==> src/rtl/mod_mapper.sv <==
// Constellation mapper: buffers 4-bit nibbles and serialises them LSB first into
// BPSK / QPSK / 16-QAM symbols, emitted as signed I/Q samples on a registered stage.
module mod_mapper #(
  parameter int OUT_W = 4,
  parameter int AMP   = 2
) (
  input  logic                    clk,
  input  logic                    rst_n,
  input  logic [1:0]              mode,
  input  logic [3:0]              in_data,
  input  logic                    in_valid,
  output logic                    in_ready,
  output logic signed [OUT_W-1:0] i_out,
  output logic signed [OUT_W-1:0] q_out,
  output logic                    out_valid,
  input  logic                    out_ready,
  output logic                    out_last,
  output logic                    mode_err
);

  // Handshakes: a transfer happens on a rising clk edge when valid && ready are both
  // high; a source holds its payload stable while valid=1 and ready=0.

  localparam logic signed [OUT_W-1:0] LVL_P1 = OUT_W'(AMP);
  localparam logic signed [OUT_W-1:0] LVL_N1 = OUT_W'(-AMP);
  localparam logic signed [OUT_W-1:0] LVL_P3 = OUT_W'(3 * AMP);
  localparam logic signed [OUT_W-1:0] LVL_N3 = OUT_W'(-3 * AMP);

  logic [3:0] bit_buf;
  logic [2:0] cnt;
  logic [1:0] mode_q;
  logic [2:0] bps;
  logic       can_load;
  logic       emit;
  logic       load;
  logic signed [OUT_W-1:0] i_next;
  logic signed [OUT_W-1:0] q_next;

  function automatic logic signed [OUT_W-1:0] bpsk_lvl(input logic b);
    return b ? LVL_N1 : LVL_P1;
  endfunction

  // Gray coded: high bit selects sign, low bit selects inner/outer magnitude.
  function automatic logic signed [OUT_W-1:0] qam_lvl(input logic sgn, input logic mag);
    if (sgn) return mag ? LVL_N3 : LVL_N1;
    else     return mag ? LVL_P3 : LVL_P1;
  endfunction

  always_comb begin
    case (mode_q)
      2'd1:    bps = 3'd2;
      2'd2:    bps = 3'd4;
      default: bps = 3'd1;
    endcase
  end

  always_comb begin
    i_next = bpsk_lvl(bit_buf[0]);
    q_next = '0;
    case (mode_q)
      2'd1: begin
        i_next = bpsk_lvl(bit_buf[0]);
        q_next = bpsk_lvl(bit_buf[1]);
      end
      2'd2: begin
        i_next = qam_lvl(bit_buf[1], bit_buf[0]);
        q_next = qam_lvl(bit_buf[3], bit_buf[2]);
      end
      default: ;
    endcase
  end

  assign can_load = !out_valid || out_ready;
  assign emit     = can_load && (cnt != 3'd0);
  // Accept the next nibble in the same cycle the last symbol leaves the buffer.
  assign in_ready = (cnt == 3'd0) || ((cnt == bps) && emit);
  assign load     = in_valid && in_ready;

  always_ff @(posedge clk or negedge rst_n) begin
    if (!rst_n) begin
      bit_buf   <= '0;
      cnt       <= '0;
      mode_q    <= '0;
      i_out     <= '0;
      q_out     <= '0;
      out_valid <= 1'b0;
      out_last  <= 1'b0;
      mode_err  <= 1'b0;
    end else begin
      if (emit) begin
        i_out     <= i_next;
        q_out     <= q_next;
        out_valid <= 1'b1;
        out_last  <= (cnt == bps);
        bit_buf   <= bit_buf >> bps;
        cnt       <= cnt - bps;
      end else if (out_valid && out_ready) begin
        out_valid <= 1'b0;
      end
      if (load) begin
        bit_buf  <= in_data;
        cnt      <= 3'd4;
        mode_q   <= mode;
        mode_err <= mode_err | (mode == 2'd3);
      end
    end
  end

endmodule

==> config.mk <==
export PLATFORM = sky130hd
export DESIGN_NAME = mod_mapper
export DESIGN_NICKNAME = d
export VERILOG_FILES = /design/src/rtl/mod_mapper.sv
export SDC_FILE = /design/constraint.sdc
export NUM_CORES = 1
export LEC_CHECK = 0
export CORE_MARGIN = 4
export CORE_UTILIZATION = 35
export CTS_CLUSTER_DIAMETER = 200
export DETAILED_ROUTE_END_ITERATION = 8
export SYNTH_ARGS = -nofsm -noshare
export SYNTH_HDL_FRONTEND = slang
export SYNTH_SLANG_ARGS = --single-unit
==> constraint.sdc <==
create_clock -name clk -period 7.5 [get_ports clk]
set_clock_uncertainty 0.15 [all_clocks]
set_input_delay 1.5 -clock clk [delete_from_list [all_inputs] [get_ports clk]]
set_output_delay 1.5 -clock clk [all_outputs]
set_load 0.03 [all_outputs]
==> impl_metrics.json, run 1 <==
{
  "drt_iter0_drc": 34,
  "rsz0062_at_grt": "no",
  "synthFlopType": "dfrtp_1",
  "drc_errors": 0,
  "p_total_mw": 0.592,
  "setup_viol": 0,
  "tightest_slew_ps": 856,
  "htree_levels": 1,
  "path_cells": "clkdlybuf4s50_1 > nor2b_1 > o31ai_4 > clkdlybuf4s50_1",
  "grt_max_degree": 19,
  "postCtsHoldBufs": 0,
  "yosysSeqAreaShare_pct": 42.1,
  "cp_data_required_time_ps": 5850,
  "syn_area_per_cell_sq_um": 10.3,
  "hold_viol_final": 0,
  "critPathBufInv": 2,
  "cts_resized": 0,
  "syn-instance-count": 104,
  "vias": 810,
  "status": "finished, final reports clean",
  "cp-end-kind": "output port",
  "routabilityCongestion": 0.818,
  "p_leak_nw": 0.541,
  "arrival_ps": 3150,
  "cp_top_family": "buffers and inverters",
  "grt_pass1_vias": 803,
  "grt_pass1_wl_microns": 3780,
  "die_w_microns": 63.3,
  "worst_path_max_delay_cell": "clkdlybuf4s50_1",
  "numPortBuffers": 19,
  "max_stage_delay_ps": 620,
  "hpwl_microns": 1640,
  "syn-cell-area_sq_um": 1070,
  "yosysWarnings": 0,
  "io_pins": 22,
  "crit_top_cell": "clkdlybuf4s50_1",
  "drive_above_1_share_pct": 10.7,
  "async_flop_share_pct": 100,
  "die_area_sq_um": 4000,
  "chipHeight_microns": 63.3,
  "antenna_found_initial": 0,
  "cts_sinks": 18,
  "drt_wl_total_microns": 2150,
  "vdd_drop_max_mv": 0.177,
  "drv_cap": 0,
  "antennaDiodeCount": 0,
  "p_per_area_nw_per_um2": 457,
  "core_area_sq_um": 2830,
  "synth.distinct_cells": 33,
  "start_util_pct": 37.8,
  "avgViaCountPerCell": 5.33,
  "finalMaxSlewViolations": 0,
  "max_freq_mhz": 209,
  "clk_latency_ps": 300,
  "cts_buffers": 3,
  "worstSetupPathType": "primary input to output port",
  "place_ws_ps": 2720,
  "ant_nets": 0,
  "fin_ws_ps": 2700,
  "crit_fanout": 8,
  "finalCriticalPeriod_ps": 4800,
  "syn_to_final_growth_pct": 21.2,
  "period_share_pct": 63.9,
  "synth_seq_cells": 18,
  "grt_util_all_layers_pct": 11.8,
  "hold_path_class": "register to register",
  "clk_pin_slew_ps": 110,
  "wl_per_cell_microns": 14.1,
  "grt-ovfl-total": 0,
  "cts_setup_buffers": 0,
  "nets": 138,
  "critPathLaunchType": "primary input",
  "synth_edf_count": 0,
  "tns_ps": 0,
  "cts_buffer_depth": 2,
  "dr.pass1.iters": 4,
  "maxSlewHeadroom_pct": 42.8,
  "cts_tree": "done",
  "root_buffer": "clkbuf_4",
  "rows": 19
}
==> sequential cells by signal (all words and copies together) (netlist names) <==
register and cells:
bit_buf 4, cnt 3, i_out 3, mode_err 1, mode_q 2, out_last 1
out_valid 1, q_out 3
==> cell type report <==
cell class / instances / area [sq um]
Clock buffer: 4 / 36.3
Fill cell: 273 / 1530
Inverter: 6 / 22.5
Multi-Input combinational cell: 74 / 558
Sequential cell: 18 / 450
Tap cell: 31 / 38.8
Timing Repair Buffer: 19 / 190
==> cell families after synthesis <==
logic type | count (synthesis) | synth area share, %
xor gates and xnor gates | 4 | 3.98
AOI/OAI and AO/OA | 25 | 18.4
DFF | 18 | 42.1
muxes | 5 | 4.91
other | 1 | 0.351
and+or+nand+nor | 32 | 16.5
buffers and inverters | 13 | 6.08
adders and majority gates | 6 | 7.72
==> power by group <==
group / switching, mW / internal (mW) / leakage [nW]
clock network: 0.0322 / 0.0296 / 0.0210
logic: 0.215 / 0.147 / 0.298
registers: 0.0336 / 0.135 / 0.222
total: 0.281 / 0.312 / 0.541
==> per-layer routing <==
metal	wire length [microns]	up-vias	global-route usage (%)
li1	-	398	-
met2	925	23	18.7
met5	0	-	0
met3	100	4	2.84
met4	31	0	4.04
met1	1090	385	15.7
==> worst register-to-register path, delay by kind of cell, from the launching register on <==
family | cells | cell delay (ps)
adder cells (fa/ha/maj) | 3 | 1120
AND/OR/NAND/NOR | 2 | 650
flip-flops | 1 | 390
XOR/XNOR | 1 | 160
buffers and inverters | 2 | 120
==> worst paths after layout <==
| path | start | end | slack, ps | depth (start not counted) |
|---|---|---|---|---|
| max in group asynchronous | rst_n | q_out[2] | 5150 | 1 |
| hold reg to reg | i_out[1] | i_out[1] | 330 | 1 |
| setup reg to reg | mode_q[0] | cnt[2] | 4870 | 8 |
| min in group asynchronous | rst_n | cnt[0] | 1530 | 1 |
| hold / removal | i_out[1] | i_out[1] | 330 | 1 |
| setup / recovery | out_ready | in_ready | 2700 | 4 |
==> cells in the mapped netlist, types with 3 or more instances <==
cell | n | area, sq um
a21oi_1 | 4 | 20.0
buf_2 | 4 | 20.0
buf_4 | 3 | 22.5
dfrtp_1 | 18 | 450
ha_1 | 5 | 62.6
inv_1 | 6 | 22.5
mux2i_1 | 3 | 30.0
nand2_1 | 13 | 48.8
nand3_1 | 5 | 25.0
o21ai_0 | 9 | 45.0
o31ai_1 | 4 | 30.0
xor2_1 | 3 | 26.3
==> cell usage in the layout, fill, tap and decap left out, types with 2 or more instances in the layout <==
cell / instances
inv_1: 6
nand3_1: 5
clkdlybuf4s50_1: 19
a21oi_1: 4
xor2_1: 3
a22oi_1: 2
conb_1: 2
mux2_2: 2
ha_1: 5
a221o_1: 2
nand3b_1: 2
dfrtp_1: 18
nor2b_1: 2
nand2b_1: 2
nand2_1: 13
mux2i_1: 3
o31ai_1: 4
clkbuf_4: 3
o21ai_0: 9
==> per-stage QoR <==
| step | instances | hold WS, ps | util [%] | instance area (sq um) |
|---|---|---|---|---|
| 6_report | 152 | 335 | 45.8 | 1300 |
| 2_1_floorplan | 105 | 354 | - | 1070 |
| 3_5_place_dp | 148 | 306 | 44.5 | 1260 |
| 4_1_cts | 152 | 337 | 45.8 | 1300 |
| 5_1_grt | 152 | 361 | 45.8 | 1300 |
| 3_3_place_gp | 148 | 301 | 44.5 | 1260 |
Power figures use the tool's default switching activity.
==> run 2: changes to the inputs <==
clock period = 3.9 ns   (was 7.5 ns; I/O delays follow)
==> impl_metrics.json, run 2 (synthesis gave the netlist of run 1 again) <==
{
  "status": "finished, final reports clean",
  "grt_util_all_layers_pct": 12.3,
  "antenna_found_initial": 0,
  "clk_latency_ps": 300,
  "finalMaxSlewViolations": 0,
  "p_int_mw": 0.607,
  "setup_viol": 0,
  "critPathLaunchType": "register",
  "grt-ovfl-total": 0,
  "htree_levels": 1,
  "grt_pass1_vias": 832,
  "power_switching_mw": 0.549,
  "cts_tree": "done",
  "grt_max_degree": 19,
  "maxSlewHeadroom_pct": 47.1,
  "p_sw_share_pct": 47.5,
  "die_w_microns": 63.3,
  "cp_top_family": "buffers and inverters",
  "worstHoldStart": "i_out[1]",
  "numPortBuffers": 19,
  "cts_sinks": 18,
  "power_frac_comb_pct": 61.4,
  "cts_buffer_depth": 2,
  "worst-r2r-setup-slack_ps": 1420,
  "start_util_pct": 37.8,
  "critPathBufInv": 3,
  "fin_ws_ps": 268,
  "rows": 19,
  "chipHeight_microns": 63.3,
  "layout_common_cells": "clkdlybuf4s50_1, dfrtp_1, nand2_1",
  "p_per_area_nw_per_um2": 887,
  "layout_commonest_cell": "clkdlybuf4s50_1",
  "regMostFlops": "bit_buf",
  "rr_startpoint": "mode_q[1]",
  "die_area_sq_um": 4000,
  "root_buffer": "clkbuf_4",
  "antennaDiodeCount": 0,
  "path_cells": "inv_1 > ha_1 > inv_1 > ha_1 > nand2_1 > o31ai_4 > clkdlybuf4s50_1",
  "tns_ps": 0,
  "ff2ff_path_depth": 8,
  "cts_setup_buffers": 0,
  "drive_above_1_share_pct": 11.5,
  "power_frac_seq_pct": 28.4,
  "finalCriticalPeriod_ps": 3630,
  "p_leak_nw": 0.546,
  "dp_cells": 149,
  "num-fill-cells": 284,
  "r2r-end": "bit_buf[1]",
  "worstHoldPathCells": 1,
  "worstSetupPathType": "register to output port",
  "vdd_drop_max_mv": 0.363,
  "cp_data_required_time_ps": 2970,
  "syn_to_final_growth_pct": 21.9,
  "fin_cells": 153,
  "cp.depth": 7,
  "core_area_sq_um": 2830,
  "hold_end": "i_out[1]",
  "tightest_slew_ps": 790,
  "period_share_pct": 93.1,
  "max_stage_delay_ps": 740,
  "hold_viol_final": 0,
  "dr.pass1.iters": 4,
  "largest_register_ffs": 4,
  "drt_iter0_drc": 19,
  "grt_pass1_wl_microns": 3950,
  "arrival_ps": 2700,
  "cp-end-kind": "output port",
  "cts_buffers": 3,
  "cts_resized": 0,
  "routabilityCongestion": 0.834,
  "vias": 830,
  "clk_pin_slew_ps": 110,
  "place_ws_ps": 526,
  "wl_per_cell_microns": 14.6,
  "drc_errors": 0,
  "rsz0062_at_grt": "no",
  "drv_cap": 0,
  "worst_path_max_delay_cell": "clkdlybuf4s50_1",
  "drt_wl_total_microns": 2240,
  "crit_fanout": 7,
  "hold_path_class": "register to register",
  "fin_util_pct": 46.1,
  "power_frac_clock_pct": 10.2,
  "p_total_mw": 1.16,
  "ant_nets": 0,
  "hpwl_microns": 1760,
  "max_freq_mhz": 275,
  "io_pins": 22,
  "avgViaCountPerCell": 5.42,
  "nets": 139,
  "postCtsHoldBufs": 0
}
==> run 2: cell type report <==
class / count / area, sq um / share of cell area, %
multi-input combinational: 74 / 558 / 42.8
sequential: 18 / 450 / 34.5
timing repair buffer: 20 / 198 / 15.2
tap: 31 / 38.8 / 2.98
clock buffer: 4 / 36.3 / 2.78
inverter: 6 / 22.5 / 1.73
==> run 2: layer usage <==
| layer | vias up | track usage, % | share of wire [%] |
|---|---|---|---|
| met4 | 0 | 5.12 | 1.6 |
| met5 | - | 0 | 0 |
| li1 | 399 | - | - |
| met1 | 404 | 16.0 | 47 |
| met2 | 22 | 19.9 | 47 |
| met3 | 5 | 2.49 | 5.0 |
==> run 2: worst reg2reg max path, cell delays in order, from the launching register on <==
cell and delay (ps):
dfrtp_1 400, inv_1 100, ha_1 280, inv_1 110, ha_1 280, nand2_1 110
o31ai_4 380, and2_0 380, o21ai_0 170
==> run 2: power groups by stage <==
stage	Clock, mW	Sequential, mW	Combinational [mW]
finish	0.118	0.328	0.710
global route	0.128	0.340	0.790
CTS	0.120	0.329	0.719
detailed placement	0	0.333	0.711
global placement	0	0.328	0.707
floorplan	0	0.377	0.467
==> run 2: metrics by stage <==
stage,hold slack (ps),area [sq um]
floorplan,334,1070
global placement,302,1270
detailed placement,305,1270
CTS,335,1300
global route,353,1300
finish,325,1300
==> run 2: worst max-delay path by stage <==
| stage | slack [ps] | endpoint | start |
|---|---|---|---|
| finish | 270 | in_ready | mode_q[1] |
| floorplan | 1250 | in_ready | mode_q[0] |
| CTS | 250 | in_ready | mode_q[1] |
| global placement | 560 | in_ready | out_ready |
| global route | 130 | in_ready | mode_q[1] |
| detailed placement | 530 | in_ready | out_ready |
==> run 3: changes to the inputs <==
CAP_MARGIN = 20   (was unset)
==> results of run 3 <==
No change in the layout: final DEF, timing and power equal those of run 2.
